[config.mk]
export PLATFORM = sky130hd
export DESIGN_NAME = fsk_modulator_flat
export DESIGN_NICKNAME = d
export VERILOG_FILES = /design/src/rtl/fsk_modulator_if.sv /design/src/rtl/fsk_modulator.sv /design/src/flat_wrapper.sv
export SDC_FILE = /design/constraint.sdc
export NUM_CORES = 1
export LEC_CHECK = 0
export CAP_MARGIN = 15
export CORE_AREA = 3 3 40 42
export DETAILED_ROUTE_END_ITERATION = 7
export DIE_AREA = 0 0 43 45
export PLACE_DENSITY_LB_ADDON = 0.2
export SLEW_MARGIN = 20
export SYNTH_ARGS = -nofsm -noshare
export SYNTH_HDL_FRONTEND = slang
export SYNTH_SLANG_ARGS = --single-unit
[constraint.sdc]
create_clock -name clk -period 1.6 [get_ports clk]
set_input_delay 0.16 -clock clk [delete_from_list [all_inputs] [get_ports clk]]
set_output_delay 0.16 -clock clk [all_outputs]
set_load 0.01 [all_outputs]
[src/rtl/fsk_modulator_if.sv]
// Bit handshake from the encoder plus the modulated-carrier status outputs.
// master: encoder / stimulus side, drives bit_in and bit_valid.
// slave: modulator side, answers with bit_ready and drives the carrier outputs.
interface fsk_modulator_if;
  logic bit_in;
  logic bit_valid;
  logic bit_ready;
  logic fsk_out;
  logic busy;
  logic sym_start;

  modport master (
    output bit_in, bit_valid,
    input  bit_ready, fsk_out, busy, sym_start
  );

  modport slave (
    input  bit_in, bit_valid,
    output bit_ready, fsk_out, busy, sym_start
  );
endinterface

[src/rtl/fsk_modulator.sv]
// Binary FSK modulator: one coded bit in, BIT_CYCLES clocks of square-wave carrier out.
// Latency: the symbol starts on the clock after the transfer; back-to-back bits are gapless.
// Backpressure: bit_ready is high only when idle or in the last cycle of the current symbol.
module fsk_modulator #(
  parameter int BIT_CYCLES = 16,
  parameter int DIV_F0     = 4,
  parameter int DIV_F1     = 2
) (
  input  logic           clk,
  input  logic           reset,
  fsk_modulator_if.slave bus
);

  localparam int DIV_MAX = (DIV_F0 > DIV_F1) ? DIV_F0 : DIV_F1;
  localparam int SYM_W   = (BIT_CYCLES > 1) ? $clog2(BIT_CYCLES) : 1;
  localparam int HALF_W  = (DIV_MAX > 1) ? $clog2(DIV_MAX) : 1;

  localparam logic [SYM_W-1:0]  SYM_LAST = SYM_W'(BIT_CYCLES - 1);
  localparam logic [HALF_W-1:0] F0_LAST  = HALF_W'(DIV_F0 - 1);
  localparam logic [HALF_W-1:0] F1_LAST  = HALF_W'(DIV_F1 - 1);

  // Illegal configurations are rejected while the design is elaborated.
  if (BIT_CYCLES < 2 || DIV_F0 < 1 || DIV_F1 < 1) begin : g_cfg_err
    $error("fsk_modulator: illegal configuration (BIT_CYCLES>=2, DIV_F0>=1, DIV_F1>=1)");
  end

  typedef enum logic {
    IDLE,
    SEND
  } state_t;

  state_t              state;
  logic [SYM_W-1:0]    sym_cnt;
  logic [HALF_W-1:0]   half_cnt;
  logic                cur_bit;
  logic                fsk_q;
  logic                busy_q;
  logic                sym_start_q;

  logic                last_cycle;
  logic                xfer;
  logic [HALF_W-1:0]   half_last;

  // Accept a new bit when idle or exactly on the final clock of the running symbol.
  assign last_cycle    = (state == SEND) && (sym_cnt == SYM_LAST);
  assign bus.bit_ready = (state == IDLE) || last_cycle;
  assign xfer          = bus.bit_valid && bus.bit_ready;
  assign half_last     = cur_bit ? F1_LAST : F0_LAST;

  assign bus.fsk_out   = fsk_q;
  assign bus.busy      = busy_q;
  assign bus.sym_start = sym_start_q;

  // Symbol sequencing and carrier generation; the carrier level is never forced
  // at a symbol boundary, only the half-period counter restarts.
  always_ff @(posedge clk or negedge reset) begin
    if (!reset) begin
      state       <= IDLE;
      sym_cnt     <= '0;
      half_cnt    <= '0;
      cur_bit     <= 1'b0;
      fsk_q       <= 1'b0;
      busy_q      <= 1'b0;
      sym_start_q <= 1'b0;
    end else begin
      case (state)
        IDLE: begin
          sym_start_q <= 1'b0;
          if (xfer) begin
            cur_bit     <= bus.bit_in;
            sym_cnt     <= '0;
            half_cnt    <= '0;
            state       <= SEND;
            busy_q      <= 1'b1;
            sym_start_q <= 1'b1;
          end
        end

        SEND: begin
          // A toggle that falls due on the last cycle still happens.
          if (half_cnt == half_last) begin
            fsk_q    <= ~fsk_q;
            half_cnt <= '0;
          end else begin
            half_cnt <= half_cnt + HALF_W'(1);
          end

          if (!last_cycle) begin
            sym_cnt     <= sym_cnt + SYM_W'(1);
            sym_start_q <= 1'b0;
          end else if (xfer) begin
            // Reload for a gapless next symbol; any partial half-period is dropped.
            cur_bit     <= bus.bit_in;
            sym_cnt     <= '0;
            half_cnt    <= '0;
            sym_start_q <= 1'b1;
          end else begin
            state       <= IDLE;
            busy_q      <= 1'b0;
            sym_start_q <= 1'b0;
          end
        end

        default: begin
          state       <= IDLE;
          busy_q      <= 1'b0;
          sym_start_q <= 1'b0;
        end
      endcase
    end
  end

endmodule
[src/flat_wrapper.sv]
// flat-port wrapper written by rule: the top's interface ports become plain ports
module fsk_modulator_flat 
#(
  parameter int BIT_CYCLES = 16,
  parameter int DIV_F0     = 4,
  parameter int DIV_F1     = 2
)
  (clk, reset, bus_bit_in, bus_bit_valid, bus_bit_ready, bus_fsk_out, bus_busy, bus_sym_start);
  fsk_modulator_if bus_i ();
  input  logic clk;
  input  logic reset;
  input wire logic [$bits(bus_i.bit_in)-1:0] bus_bit_in;
  input wire logic [$bits(bus_i.bit_valid)-1:0] bus_bit_valid;
  output wire logic [$bits(bus_i.bit_ready)-1:0] bus_bit_ready;
  output wire logic [$bits(bus_i.fsk_out)-1:0] bus_fsk_out;
  output wire logic [$bits(bus_i.busy)-1:0] bus_busy;
  output wire logic [$bits(bus_i.sym_start)-1:0] bus_sym_start;
  assign bus_i.bit_in = bus_bit_in;
  assign bus_i.bit_valid = bus_bit_valid;
  assign bus_bit_ready = bus_i.bit_ready;
  assign bus_fsk_out = bus_i.fsk_out;
  assign bus_busy = bus_i.busy;
  assign bus_sym_start = bus_i.sym_start;
  fsk_modulator #(.BIT_CYCLES(BIT_CYCLES), .DIV_F0(DIV_F0), .DIV_F1(DIV_F1)) u_core (.clk(clk), .reset(reset), .bus(bus_i));
endmodule
# --- Word level (Yosys, flattened, before mapping) ---
# Cells that the tools add are included.
classes:
  n_mux: 21
  n_eq_ne: 5
  n_reduce_logical: 5
  bitwise_logic: 2
  add_sub_neg: 2
ops:
  columns: ["operator", "count"]
  rows:
  - ["two-way mux 2 bit", 5]
  - ["two-way mux 1 bit", 8]
  - ["two-way mux 4 bit", 2]
  - ["case mux 1 bit (2 select lines)", 4]
  - ["case mux 4 bit (2 select lines)", 1]
  - ["adder 4 x 1 -> 4 bit, second input constant", 1]
  - ["== test 4 bit, second input constant", 1]
  - ["!= test 2 bit, second input constant", 2]
  - ["case mux 2 bit (2 select lines)", 1]
  - ["AND reduction 3 bit", 1]
  - ["adder 2 x 1 -> 2 bit, second input constant", 1]
  - ["== test 2 bit", 1]
  - ["logical AND 1 bit", 2]
  - ["!= test 2 x 1 -> 1 bit, second input constant", 1]
  - ["NOT 1 bit", 2]
  - ["AND reduction 2 bit", 1]
  - ["logical OR 1 bit", 1]
word_totals:
  wordCells: 42
  reg_bits: 11
  output_inout_bits: 4

# --- Longest topological paths before layout ---
# Gate-level depths: netlist (run 1).
depth:
  ltp_word: 7
  mapped_depth: 4
  depth_no_buf: 4

# --- Worst setup path after synthesis (run 1) ---
# Ideal clock, no wire load.
synth_path:
  kind: "reg-to-reg"
  from: "reg u_core.sym_cnt[0]"
  to: "reg u_core.cur_bit"
  synth_period_minus_slack_ns: 1.338
  path_stages_with_launch: 5
  path_slack_ns: 0.262
  setup_ns: 0.128
  t_required_ns: 1.472
  t_arrival_ns: 1.210
  cell_sequence: "dfrtp_1 -> ha_1 -> nand3_4 -> a21oi_4 -> mux2_1"
synth_between:
  elab_chain_cells: 7
  word_cells_on_any_way: 8
synth_lines:
  columns: ["item", "line", "text"]
  rows:
  - ["from (decl)", "fsk_modulator.sv:33", "logic [SYM_W-1:0] sym_cnt;"]
  - ["from (signal assigned)", "fsk_modulator.sv:89", "sym_cnt <= sym_cnt + SYM_W'(1);"]
  - ["== test 4 bit *", "fsk_modulator.sv:45", "assign last_cycle = (state == SEND) && (sym_cnt == SYM_LAST);"]
  - ["logical AND 1 bit *", "fsk_modulator.sv:45", null]
  - ["logical OR 1 bit", "fsk_modulator.sv:46", "assign bus.bit_ready = (state == IDLE) || last_cycle;"]
  - ["logical AND 1 bit", "fsk_modulator.sv:47", "assign xfer = bus.bit_valid && bus.bit_ready;"]
  - ["two-way mux 1 bit (2 in a row)", null, null]
  - ["case mux 1 bit (2 select lines)", null, null]
  - ["to (signal assigned)", "fsk_modulator.sv:70", "cur_bit <= bus.bit_in;"]
  - ["to (signal assigned)", "fsk_modulator.sv:93", "cur_bit <= bus.bit_in;"]
  - ["to (decl)", "fsk_modulator.sv:35", "logic cur_bit;"]
# Mark *: on every way between the ends. The rest lies on a longest branch, timed or not. The select of a mux whose other input is x is not followed.
# A chain may end at the register's enable or synchronous reset.

# --- Final worst setup path (run 1) ---
layout_path:
  from: "reg u_core.sym_cnt[0]"
  to: "out bus_bit_ready"
layout_between:
  elab_chain_cells: 3
layout_lines:
  columns: ["item", "line", "text"]
  rows:
  - ["== test 4 bit", "fsk_modulator.sv:45", null]
  - ["logical AND 1 bit", "fsk_modulator.sv:45", null]
  - ["logical OR 1 bit", "fsk_modulator.sv:46", null]
  - ["to (decl)", "flat_wrapper.sv:14", "output wire logic [$bits(bus_i.bit_ready)-1:0] bus_bit_ready;"]
# No other way between the ends.

==> results of run 1 <==
-- cell usage in the layout, fill, tap and decap left out --
cell type,instances
nor3_1,1
clkbuf_4,3
and2b_1,1
nand3_1,3
nor3b_1,1
buf_4,6
nand3_4,1
xnor2_1,2
dlygate4sd2_1,1
clkbuf_1,1
and3_1,1
o22ai_1,2
inv_1,4
a211o_2,1
nand2_1,3
nand4b_1,1
ha_4,1
o211ai_1,1
clkdlybuf4s50_1,6
nand4_1,1
dfrtp_1,11
nor2b_1,1
a21oi_4,1
a31o_1,1
xor2_1,1
a22o_1,1
a211o_1,1
mux2_1,1
o21ai_2,1
o21ai_0,1
a2bb2oi_1,1
a21oi_1,1
nand3b_1,1
-- logic make-up after synthesis --
| group | after synthesis |
|---|---|
| simple gates | 15 |
| compound gates | 12 |
| flops | 11 |
| buf+inv | 5 |
| xor+xnor | 3 |
| mux | 1 |
| fa+ha+maj | 1 |
-- final timing paths --
check,startpoint,end,slack [ps],cells after the start
max in group asynchronous,reset,u_core.half_cnt[1]$_DFFE_PN0P_,1030,1
max reg2reg,u_core.sym_cnt[0]$_DFF_PN0_,u_core.cur_bit$_DFFE_PN0P_,150,5
max,u_core.sym_cnt[0]$_DFF_PN0_,bus_bit_ready,130,4
min in group clk,u_core.bus.fsk_out$_DFFE_PN0P_,u_core.bus.fsk_out$_DFFE_PN0P_,470,1
min reg2reg,u_core.bus.fsk_out$_DFFE_PN0P_,u_core.bus.fsk_out$_DFFE_PN0P_,470,1
min,reset,u_core.half_cnt[0]$_DFFE_PN0P_,220,1
-- routing by layer --
metal,up-vias,global-route usage
li1,206,-
met1,189,0.1825
met2,11,0.2126
met3,6,0.03586
met4,0,0.1084
met5,-,0
-- critical path, stage by stage (launching register included) --
cell and delay [ps]:
dfrtp_1 420, ha_4 190, nand3_4 80, nand2_1 60
dlygate4sd2_1 280
-- timing repair --
item,CTS,global route
gates resized for setup,3,0
setup endpoints to repair,1,0
setup buffers,1,0
-- power by group through the flow --
stage / clock network, mW / logic (mW) / registers, mW
finish: 0.202 / 0.570 / 0.527
global route: 0.222 / 0.635 / 0.551
CTS: 0.204 / 0.568 / 0.525
detailed placement: 0 / 0.529 / 0.523
global placement: 0 / 0.519 / 0.517
floorplan: 0 / 0.351 / 0.519
-- final cells by class --
class,count,area (µm²),area share
sequential,11,275.3,0.3873
multi-input combinational,32,261.5,0.3680
timing repair buffer,13,113.9,0.1602
clock buffer,4,26.28,0.03697
tap,15,18.77,0.02641
inverter,4,15.01,0.02113
-- state kept, by name, indices dropped and copies added, names as in the netlist --
| signal | count |
|---|---|
| u_core.half_cnt | 2 |
| u_core.state | 1 |
| u_core.bus.sym_start | 1 |
| u_core.cur_bit | 1 |
| u_core.bus.fsk_out | 1 |
| u_core.sym_cnt | 4 |
| u_core.bus.busy | 1 |
==> run summary, run 1 <==
## Run status
- **outcome** complete, no violations

## Global route
- **wire length of the first global-routing pass** 1966 µm
- **overall fraction of global-route tracks in use** 0.1442
- **total overflow reported by the global router** 0
- **maximum number of pins on one net before global-route repair** 14
- **antenna violations before repair** 0
- **via count of the first global-routing pass** 440

## Synth
- **post-synthesis area per instance** 11.39 µm²
- **synthesized-area fraction occupied by xor and xnor cells** 0.04805
- **area share of and/or/nand/nor cells after synthesis** 0.1808
- **Post-synth ARST share** 1.000
- **main combinational cell family by area after synthesis** compound AO/OA/AOI/OAI gates
- **post-synthesis cell count** 48
- **top cell type's share of synthesized area** 0.5034
- **sequential share of the synthesized area** 0.5034
- **number of distinct library cells after synthesis** 29
- **ranking of synthesized cells by instance count** dfrtp_1, inv_1, nand2_1, nand3_1
- **number of register bits inferred by synthesis** 11
- **synthesized-area fraction occupied by ao, oa, aoi and oai cells** 0.1831
- **post-synth design cell area** 546.8 µm²
- **Top FF cell, synth** dfrtp_1
- **library cell with the highest instance count after synthesis** dfrtp_1
- **Warnings, synthesis** 0
- **cells taking the most area after synthesis** dfrtp_1, nand3_4, xnor2_1, a21oi_4, nand3_1
- **Post-Synth Adder-Cell Area** 0.02288
- **cell type contributing the most total cell area after synthesis** dfrtp_1
- **mux cell area share after synthesis** 0.02059
- **number of flops mapped to enable cells by yosys** 0
- **number of nets in the synthesized netlist** 53

## STA
- **Hold Fails Final Rpt** 0
- **highest attainable clock frequency** 0.6815 GHz
- **final total negative setup slack** 0 ps
- **Final Slew Violations** 0
- **final setup slack of the worst path** 132.6 ps
- **WHS** 215.4 ps
- **Tcrit/Tclk final** 0.9171
- **Final Setup Violations** 0
- **Max transition margin** 0.6544
- **minimum period implied by the final worst setup slack** 1467 ps
- **clk_skew** 5.798 ps
- **Least-Margin Pin Slew** 516.8 ps
- **unrepaired setup endpoints after global routing** no

## Route
- **met2 WL post-DR** 469 µm
- **overall via count from detail_route** 412
- **met1 wire length** 552 µm
- **post-route antenna net violation count** 0
- **number of violations reported at the end of detailed-routing iteration 0** 8
- **First-pass DRT Iterations** 4
- **total wire length after detailed routing** 1115 µm
- **ratio of routed vias to standard cells** 5.215
- **WL per Instance** 14.11 µm
- **met3 wire length** 52 µm
- **topmost layer with routed signal wires** met4
- **remaining design rule violation count** 0

## Placed design
- **cell area after placement** 665.6 µm²
- **number of port buffers** 7
- **total instance count after detailed placement** 74
- **DPL Wire Length** 736.9 µm
- **pre-CTS setup slack** 114.3 ps
- **global placer's final weighted congestion** 0.8292

## Critical path
- **CP endpoint kind** primary output
- **worst setup path class** reg -> out
- **largest fanout on the critical path** 3
- **data arrival time of the worst path** 1310 ps
- **launching element type of the critical path** register
- **critical path required time** 1440 ps

## Power
- **switching share of power** 0.3578
- **Reg power frac** 0.406
- **internal power** 834.4 µW
- **Tot Pwr** 1.299 mW
- **Clk network pwr share** 0.156
- **total leakage power** 0.3110 nW
- **switching power** 464.9 µW
- **part of the power in combinational logic** 0.438
- **Power Dens Cells** 1828 mW/mm²
- **Max rail drop VDD** 0.0008505 V

## Floorplanning
- **Die Ht** 45 µm
- **Die W** 43 µm
- **I/O pin count** 8
- **core area** 0.001285 mm²
- **initial cell density of the core** 0.4255
- **number of core rows** 13
- **area enclosed by the die boundary** 0.001935 mm²

## CTS
- **CTS tree** built
- **CTS Hold Buffers Added** 0
- **maximum level of the CTS H-tree** 1
- **CTS clk-pin slew, worst paths** 80 ps
- **insertion delay to the later sink of the worst-skew pair** 280 ps
- **root buffer cell** clkbuf_4
- **number of clock sinks seen by CTS** 11
- **Max clock buf depth** 2
- **CTS buffer count** 3

## Layout
- **non-filler instance count after layout** 79
- **area of all placed cells without fillers** 710.7 µm²
- **fraction of final layout cells with drive strength greater than 1** 0.2188
- **share of the core filled with cells in the final layout** 0.5531
- **number of nets in the layout** 70
- **P&R area growth vs syn** 29.98%
- **number of diodes** 0
- **filler instances** 120

## Hold path
- **worst min-delay path category** in -> async

## Job
- **Max-Cap Viols** 0

(Power assumes the default switching activity.)
==> run 2: changes to the inputs <==
- GPL_ROUTABILITY_DRIVEN: unset -> 0
==> results of run 2 <==
Same layout as run 1: the final DEF is identical, and so are final timing and power.
